## src/rtl/ahb_uart_tx_if.sv

```systemverilog
// Slave-side AHB-Lite signals of one decoded bus slot.
// The bus controller drives the address/data-phase inputs; the slave returns rdata/ready_out/resp.
interface ahb_uart_tx_if;
  logic        sel;
  logic [31:0] addr;
  logic        write;
  logic [1:0]  trans;
  logic [2:0]  size;
  logic [31:0] wdata;
  logic        ready_in;
  logic [31:0] rdata;
  logic        ready_out;
  logic        resp;

  modport master (
    output sel, addr, write, trans, size, wdata, ready_in,
    input  rdata, ready_out, resp
  );

  modport slave (
    input  sel, addr, write, trans, size, wdata, ready_in,
    output rdata, ready_out, resp
  );
endinterface

```

## src/rtl/ahb_uart_tx.sv

```systemverilog
// Memory-mapped UART transmitter on an AHB-Lite slot.
// Writes to DATA are queued in a circular FIFO and sent as 8N1 frames on txd,
// each bit lasting DIV clock cycles (DIV latched per frame, 0 treated as 1).
module ahb_uart_tx #(
  parameter int          FIFO_DEPTH = 8,
  parameter logic [15:0] DIV_RESET  = 16'd434
) (
  input  logic           clk,
  input  logic           rst,
  ahb_uart_tx_if.slave   bus,
  output logic           txd,
  output logic           irq
);

  localparam int AW = $clog2(FIFO_DEPTH);
  typedef logic [AW:0] ptr_t;

  typedef enum logic [1:0] {
    ST_IDLE  = 2'd0,
    ST_START = 2'd1,
    ST_DATA  = 2'd2,
    ST_STOP  = 2'd3
  } state_t;

  // Bus pipeline and configuration registers
  logic        dp_valid_reg;
  logic        dp_write_reg;
  logic [1:0]  dp_idx_reg;
  logic        err2_reg;
  logic [15:0] div_cfg_reg;
  logic        en_reg;

  // FIFO
  logic [7:0]  mem [FIFO_DEPTH];
  ptr_t        wr_ptr_reg;
  ptr_t        rd_ptr_reg;
  ptr_t        count;
  logic        full;
  logic        empty;

  // Transmitter
  state_t      state_reg, state_next;
  logic [15:0] bit_div_reg, bit_div_next;
  logic [15:0] cnt_reg, cnt_next;
  logic [2:0]  bit_idx_reg, bit_idx_next;
  logic [7:0]  shift_reg, shift_next;
  logic        txd_reg, txd_next;
  logic        pop;
  logic        tx_busy;
  logic        bit_last;

  // Bus-side decode
  logic        err_now;
  logic        accept;
  logic        wr_ok;
  logic        push;
  logic [31:0] rdata_int;

  // Only addr[3:2] is decoded and size is ignored; the remaining bits are intentionally dropped.
  logic unused_bits;
  assign unused_bits = ^{bus.size, bus.trans[0], bus.addr[31:4], bus.addr[1:0], bus.wdata[31:16]};

  assign count   = wr_ptr_reg - rd_ptr_reg;
  assign full    = (count == ptr_t'(FIFO_DEPTH));
  assign empty   = (count == '0);
  assign tx_busy = (state_reg != ST_IDLE);
  assign irq     = en_reg & empty & ~tx_busy;
  assign txd     = txd_reg;

  // Data-phase decode: error detection, address-phase acceptance, read mux
  always_comb begin
    err_now   = 1'b0;
    rdata_int = 32'h0;
    if (dp_valid_reg && dp_write_reg)
      err_now = (dp_idx_reg == 2'd1) || ((dp_idx_reg == 2'd0) && full);
    // No new address phase while the first ERROR cycle holds the bus.
    accept = bus.sel & bus.ready_in & bus.trans[1] & ~err_now;
    wr_ok  = dp_valid_reg & dp_write_reg & ~err_now;
    push   = wr_ok & (dp_idx_reg == 2'd0);
    if (dp_valid_reg && !dp_write_reg) begin
      case (dp_idx_reg)
        2'd1:    rdata_int = {29'h0, tx_busy, full, empty};
        2'd2:    rdata_int = {16'h0, div_cfg_reg};
        2'd3:    rdata_int = {31'h0, en_reg};
        default: rdata_int = 32'h0;
      endcase
    end
  end

  assign bus.rdata     = rdata_int;
  assign bus.ready_out = ~err_now;
  assign bus.resp      = err_now | err2_reg;

  // Address-phase capture, two-cycle ERROR tracking and register writes at end of data phase
  always_ff @(posedge clk or negedge rst) begin
    if (!rst) begin
      dp_valid_reg <= 1'b0;
      dp_write_reg <= 1'b0;
      dp_idx_reg   <= 2'd0;
      err2_reg     <= 1'b0;
      div_cfg_reg  <= DIV_RESET;
      en_reg       <= 1'b0;
    end else begin
      dp_valid_reg <= accept;
      if (accept) begin
        dp_write_reg <= bus.write;
        dp_idx_reg   <= bus.addr[3:2];
      end
      err2_reg <= err_now;
      if (wr_ok && dp_idx_reg == 2'd2)
        div_cfg_reg <= bus.wdata[15:0];
      if (wr_ok && dp_idx_reg == 2'd3)
        en_reg <= bus.wdata[0];
    end
  end

  // FIFO pointers; simultaneous push and pop leave the count unchanged
  always_ff @(posedge clk or negedge rst) begin
    if (!rst) begin
      wr_ptr_reg <= '0;
      rd_ptr_reg <= '0;
    end else begin
      if (push)
        wr_ptr_reg <= wr_ptr_reg + ptr_t'(1);
      if (pop)
        rd_ptr_reg <= rd_ptr_reg + ptr_t'(1);
    end
  end

  // FIFO storage (no reset; contents are only meaningful between the pointers)
  always_ff @(posedge clk) begin
    if (push)
      mem[wr_ptr_reg[AW-1:0]] <= bus.wdata[7:0];
  end

  // Transmitter state register; txd returns high immediately on reset
  always_ff @(posedge clk or negedge rst) begin
    if (!rst) begin
      state_reg   <= ST_IDLE;
      bit_div_reg <= 16'd1;
      cnt_reg     <= 16'd0;
      bit_idx_reg <= 3'd0;
      shift_reg   <= 8'h0;
      txd_reg     <= 1'b1;
    end else begin
      state_reg   <= state_next;
      bit_div_reg <= bit_div_next;
      cnt_reg     <= cnt_next;
      bit_idx_reg <= bit_idx_next;
      shift_reg   <= shift_next;
      txd_reg     <= txd_next;
    end
  end

  assign bit_last = (cnt_reg == bit_div_reg - 16'd1);

  // Transmitter next-state: each of START, 8 DATA bits and STOP lasts bit_div_reg cycles
  always_comb begin
    state_next   = state_reg;
    bit_div_next = bit_div_reg;
    cnt_next     = cnt_reg;
    bit_idx_next = bit_idx_reg;
    shift_next   = shift_reg;
    pop          = 1'b0;
    case (state_reg)
      ST_IDLE: begin
        if (en_reg && !empty) begin
          pop          = 1'b1;
          shift_next   = mem[rd_ptr_reg[AW-1:0]];
          bit_div_next = (div_cfg_reg == 16'd0) ? 16'd1 : div_cfg_reg;
          cnt_next     = 16'd0;
          state_next   = ST_START;
        end
      end
      ST_START: begin
        if (bit_last) begin
          cnt_next     = 16'd0;
          bit_idx_next = 3'd0;
          state_next   = ST_DATA;
        end else begin
          cnt_next = cnt_reg + 16'd1;
        end
      end
      ST_DATA: begin
        if (bit_last) begin
          cnt_next   = 16'd0;
          shift_next = {1'b0, shift_reg[7:1]};
          if (bit_idx_reg == 3'd7)
            state_next = ST_STOP;
          else
            bit_idx_next = bit_idx_reg + 3'd1;
        end else begin
          cnt_next = cnt_reg + 16'd1;
        end
      end
      default: begin
        if (bit_last) begin
          cnt_next   = 16'd0;
          state_next = ST_IDLE;
        end else begin
          cnt_next = cnt_reg + 16'd1;
        end
      end
    endcase
    case (state_next)
      ST_START: txd_next = 1'b0;
      ST_DATA:  txd_next = shift_next[0];
      default:  txd_next = 1'b1;
    endcase
  end

endmodule
```

## src/flat_wrapper.sv

```systemverilog
// flat-port wrapper written by rule: the top's interface ports become plain ports
module ahb_uart_tx_flat 
#(
  parameter int          FIFO_DEPTH = 8,
  parameter logic [15:0] DIV_RESET  = 16'd434
)
  (clk, rst, txd, irq, bus_sel, bus_addr, bus_write, bus_trans, bus_size, bus_wdata, bus_ready_in, bus_rdata, bus_ready_out, bus_resp);
  ahb_uart_tx_if bus_i ();
  input  logic clk;
  input  logic rst;
  output logic txd;
  output logic irq;
  input wire logic [$bits(bus_i.sel)-1:0] bus_sel;
  input wire logic [$bits(bus_i.addr)-1:0] bus_addr;
  input wire logic [$bits(bus_i.write)-1:0] bus_write;
  input wire logic [$bits(bus_i.trans)-1:0] bus_trans;
  input wire logic [$bits(bus_i.size)-1:0] bus_size;
  input wire logic [$bits(bus_i.wdata)-1:0] bus_wdata;
  input wire logic [$bits(bus_i.ready_in)-1:0] bus_ready_in;
  output wire logic [$bits(bus_i.rdata)-1:0] bus_rdata;
  output wire logic [$bits(bus_i.ready_out)-1:0] bus_ready_out;
  output wire logic [$bits(bus_i.resp)-1:0] bus_resp;
  assign bus_i.sel = bus_sel;
  assign bus_i.addr = bus_addr;
  assign bus_i.write = bus_write;
  assign bus_i.trans = bus_trans;
  assign bus_i.size = bus_size;
  assign bus_i.wdata = bus_wdata;
  assign bus_i.ready_in = bus_ready_in;
  assign bus_rdata = bus_i.rdata;
  assign bus_ready_out = bus_i.ready_out;
  assign bus_resp = bus_i.resp;
  ahb_uart_tx #(.FIFO_DEPTH(FIFO_DEPTH), .DIV_RESET(DIV_RESET)) u_core (.clk(clk), .rst(rst), .bus(bus_i), .txd(txd), .irq(irq));
endmodule
```

## config.mk

```make
export PLATFORM = sky130hd
export DESIGN_NAME = ahb_uart_tx_flat
export DESIGN_NICKNAME = d
export VERILOG_FILES = /design/src/rtl/ahb_uart_tx_if.sv /design/src/rtl/ahb_uart_tx.sv /design/src/flat_wrapper.sv
export SDC_FILE = /design/constraint.sdc
export NUM_CORES = 1
export LEC_CHECK = 0
export CAP_MARGIN = 0
export CORE_UTILIZATION = 54
export CTS_CLUSTER_DIAMETER = 50
export DETAILED_ROUTE_END_ITERATION = 12
export GPL_TIMING_DRIVEN = 0
export PLACE_DENSITY = 0.84
export SLEW_MARGIN = 20
export SYNTH_ARGS = -nofsm -noshare
export SYNTH_HDL_FRONTEND = slang
export SYNTH_SLANG_ARGS = --single-unit
export TNS_END_PERCENT = 5
```

## constraint.sdc

```tcl
create_clock -name clk -period 4.18 [get_ports clk]
set_input_delay 0.836 -clock clk [delete_from_list [all_inputs] [get_ports clk]]
set_output_delay 0.836 -clock clk [all_outputs]
set_load 0.01 [all_outputs]
```

==> summary.md, run 1 <==
| Metric | Value |
|---|---|
| Worst Setup End Kind | `primary output` |
| CP max-delay cell | `clkdlybuf4s50_1` |
| Crit start category | `register` |
| Crit-path cells | `clkbuf_8, clkbuf_8, inv_1, ha_1, nor2b_1, o21a_1, nor3_1, nor3_1, o21ai_1, nand2b_1, clkdlybuf4s50_1` |
| Critical path depth in cells | `11` |
| Antenna violations before repair | `0` |
| F_max | `0.2533 GHz` |
| Crit path buffers/inverters | `4` |
| LEAKAGE | `3.345 nW` |
| Ranking of synthesized cells by area | `edfxtp_1 28%, dfrtp_1 25%, mux4_2 5.3%, nand2_1 4.8%, mux2_2 3.6%` |
| H-tree depth | `4` |
| Clk_lat worst skew | `0.42 ns` |
| Yosys reg bits | `140` |
| Cell row count | `40` |
| Netlist area before placement | `6825 µm²` |
| First-pass GRT wire length | `23890 µm` |
| Number of flops mapped to enable cells by yosys | `64` |
| Drt total wl | `14730 µm` |
| Synth-to-Final Area Change | `19.62%` |
| Clock sink total | `140` |
| Routed len/inst | `17.50 µm` |
| Final cell count without fillers | `842` |
| Max-Slew Margin vs Limit | `40.33%` |
| Chip width | `114.4 µm` |
| IO buf count | `43` |
| Pwr per Cell Area | `596.6 nW/µm²` |
| Post-synth top area share | `28.16%` |
| Setup violations, final | `0` |
| Post-CTS Repair Setup Buffers | `0` |
| Slew Limit Fails | `0` |
| Largest net degree at the start of global routing | `47` |
| Root buffer cell | `clkbuf_16` |
| Outcome | `complete, no violations` |
| Unique masters post-synth | `58` |
| Clk pin slew, worst setup/hold paths | `0.06 ns` |
| Total CTS buffers | `17` |
| Initial Util | `56.12%` |
| Max reg flops | `64` |
| Top Ports | `110` |
| Setup TNS | `0 ns` |
| Max Clock Skew | `0.006063 ns` |
| Met1 GRT Util | `31.24%` |
| Tmin final | `3.948 ns` |
| Core area | `12160 µm²` |
| Final Cycle Share | `94.46%` |
| Final Wtd Congestion | `0.8355` |
| TritonRoute pass-1 iters | `5` |
| Post-synth top flop | `dfrtp_1` |
| Met2 usage | `39.64%` |
| Final #Nets | `744` |
| Worst vdd ir | `0.3407 mV` |
| Final hold violations | `0` |
| Share of cells above drive strength 1 | `16.62%` |
| DIE HEIGHT | `114.4 µm` |
| Critical path's top delay family | `buffers and inverters` |
| Crit path kind | `register to primary output` |
| CP Data Arrival Time | `3.11 ns` |
| R2r worst-path depth | `13` |
| Met3 usage | `4.447%` |
| Most frequent cell after synthesis | `nand2_1` |
| DRC | `0` |
| Vias per std cell | `5.778` |
| Initial DRC count | `405` |
| Gr busiest metal | `met2` |
| DR vias | `4865` |
| Post-route ant nets | `0` |
| CTS tree | `yes` |
| Cell count after synthesis | `584` |
| RSZ-0062 raised after global routing | `no` |
| Crit Path Max Fanout | `10` |
| Critical Path RT | `3.34 ns` |
| Vias in the first global route | `4822` |
| Worst hold-check path type | `input port to async pin` |
| Die Area | `13090 µm²` |
| Gr usage total | `24.17%` |
| Seq/Total Area, Yosys | `56.15%` |
| Dpl cells | `811` |
| Post-Syn Area per Cell | `11.69 µm²` |
| Synth Warn # | `0` |
| Post-synth top cells | `88 x nand2_1, 69 x dfrtp_1, 64 x edfxtp_1` |
| Post-synth ARST share | `54.29%` |
| N_diodes | `0` |
| Maxcap violations | `0` |
| DP HPWL | `10250 µm` |
| Crit path largest cell delay | `0.50 ns` |
| Gr ovfl total | `0` |
| Worst slew pin tran | `0.8917 ns` |
| Yosys top cell by area | `edfxtp_1` |
| Worst-case clock buffer depth | `2` |
## per-stage QoR
stage	utilization [%]	worst slack [ns]	total power [W]	hold slack (ns)	instance area, µm²
after detailed placement	62.08	-0.3431	0.003332	0.4809	7550
after floorplan	-	0.7720	0.002959	0.4589	6882
after global placement	61.85	-0.2543	0.003237	0.4680	7522
after global routing	67.13	0.04127	0.005108	0.3698	8164
final	67.13	0.2316	0.004871	0.3375	8164
after CTS	67.10	0.08129	0.004865	0.3531	8160
## repair_timing
action / 4_1_cts / 5_1_grt
pin swaps: 0 / 0
endpoints found under the setup margin: 22 / 4
resized for setup: 12 / 4
hold buffers: 0 / 0
## worst paths after layout
check                      slack, ns                  from                endpoint
max                             0.23  u_core.rd_ptr_reg[1]                bus_resp
min                             0.34                   rst      u_core.cnt_reg[14]
max reg2reg                     0.44  u_core.rd_ptr_reg[1]  u_core.bit_div_reg[10]
min reg2reg                     0.49   u_core.shift_reg[3]     u_core.shift_reg[2]
max in group asynchronous       3.21                   rst   u_core.div_cfg_reg[1]
min in group clk                0.49   u_core.shift_reg[3]     u_core.shift_reg[2]
## cells by family after synthesis
logic type	after synthesis	share of synthesized area (%)
AND/OR/NAND/NOR	209	14.78
flip-flops	140	56.15
AO/OA/AOI/OAI	83	8.506
buffers and inverters	66	4.950
multiplexers	45	9.936
XOR/XNOR	31	3.978
adder cells (fa/ha/maj)	9	1.650
other	1	0.05494
## cell usage in the layout (no fill, tap or decap), drive strengths merged, types with 8 or more instances in the layout
master          n
a211o           8
nor4            8
buf            24
nand2          88
clkdlybuf4s50  40
a21oi          15
xor2           12
mux4           16
o21ai          17
nand3          21
edfxtp         64
clkbuf         40
conb           16
xnor2          19
inv            24
nor2           31
ha              9
dfrtp          69
and2           14
nand4          10
mux2           22
## per-layer routing
metal | vias up | wire length [µm]
met2 | 206 | 7427
met4 | 0 | 402
met1 | 2383 | 6032
li1 | 2245 | -
met3 | 31 | 871
met5 | - | 0
## cell type report
type	count	area, µm²
fill	838	3998
sequential	140	3834
multi-input combinational	393	2726
timing repair buffer	44	449.2
clock buffer	17	425.4
buffer	45	280.3
tap	168	210.2
clock inverter	15	162.7
inverter	20	76.32
## where the power goes
group          total (W)  internal, W  switching, W
clock            0.00149     0.000887      0.000604
sequential       0.00198      0.00170      0.000278
combinational    0.00140     0.000666      0.000732
total            0.00487      0.00326       0.00161
## worst register-to-register path, delay by kind of cell, from the launching register on
family	cells	cell delay, ns
buffers and inverters	5	1.34
AOI/OAI and AO/OA	3	1.01
and+or+nand+nor	4	0.65
DFF	1	0.37
adders and majority gates	1	0.31
(Power assumes the default switching activity.)
==> inputs of run 2 (changes only) <==
--- a/config.mk
+++ b/config.mk
@@ -5,6 +5,7 @@
 export SDC_FILE = /design/constraint.sdc
 export NUM_CORES = 1
 export LEC_CHECK = 0
+export ABC_CLOCK_PERIOD_IN_PS = 4180
 export CAP_MARGIN = 0
 export CORE_UTILIZATION = 54
 export CTS_CLUSTER_DIAMETER = 50
==> results of run 2 <==
No change in the layout: final DEF, timing and power equal those of run 1.
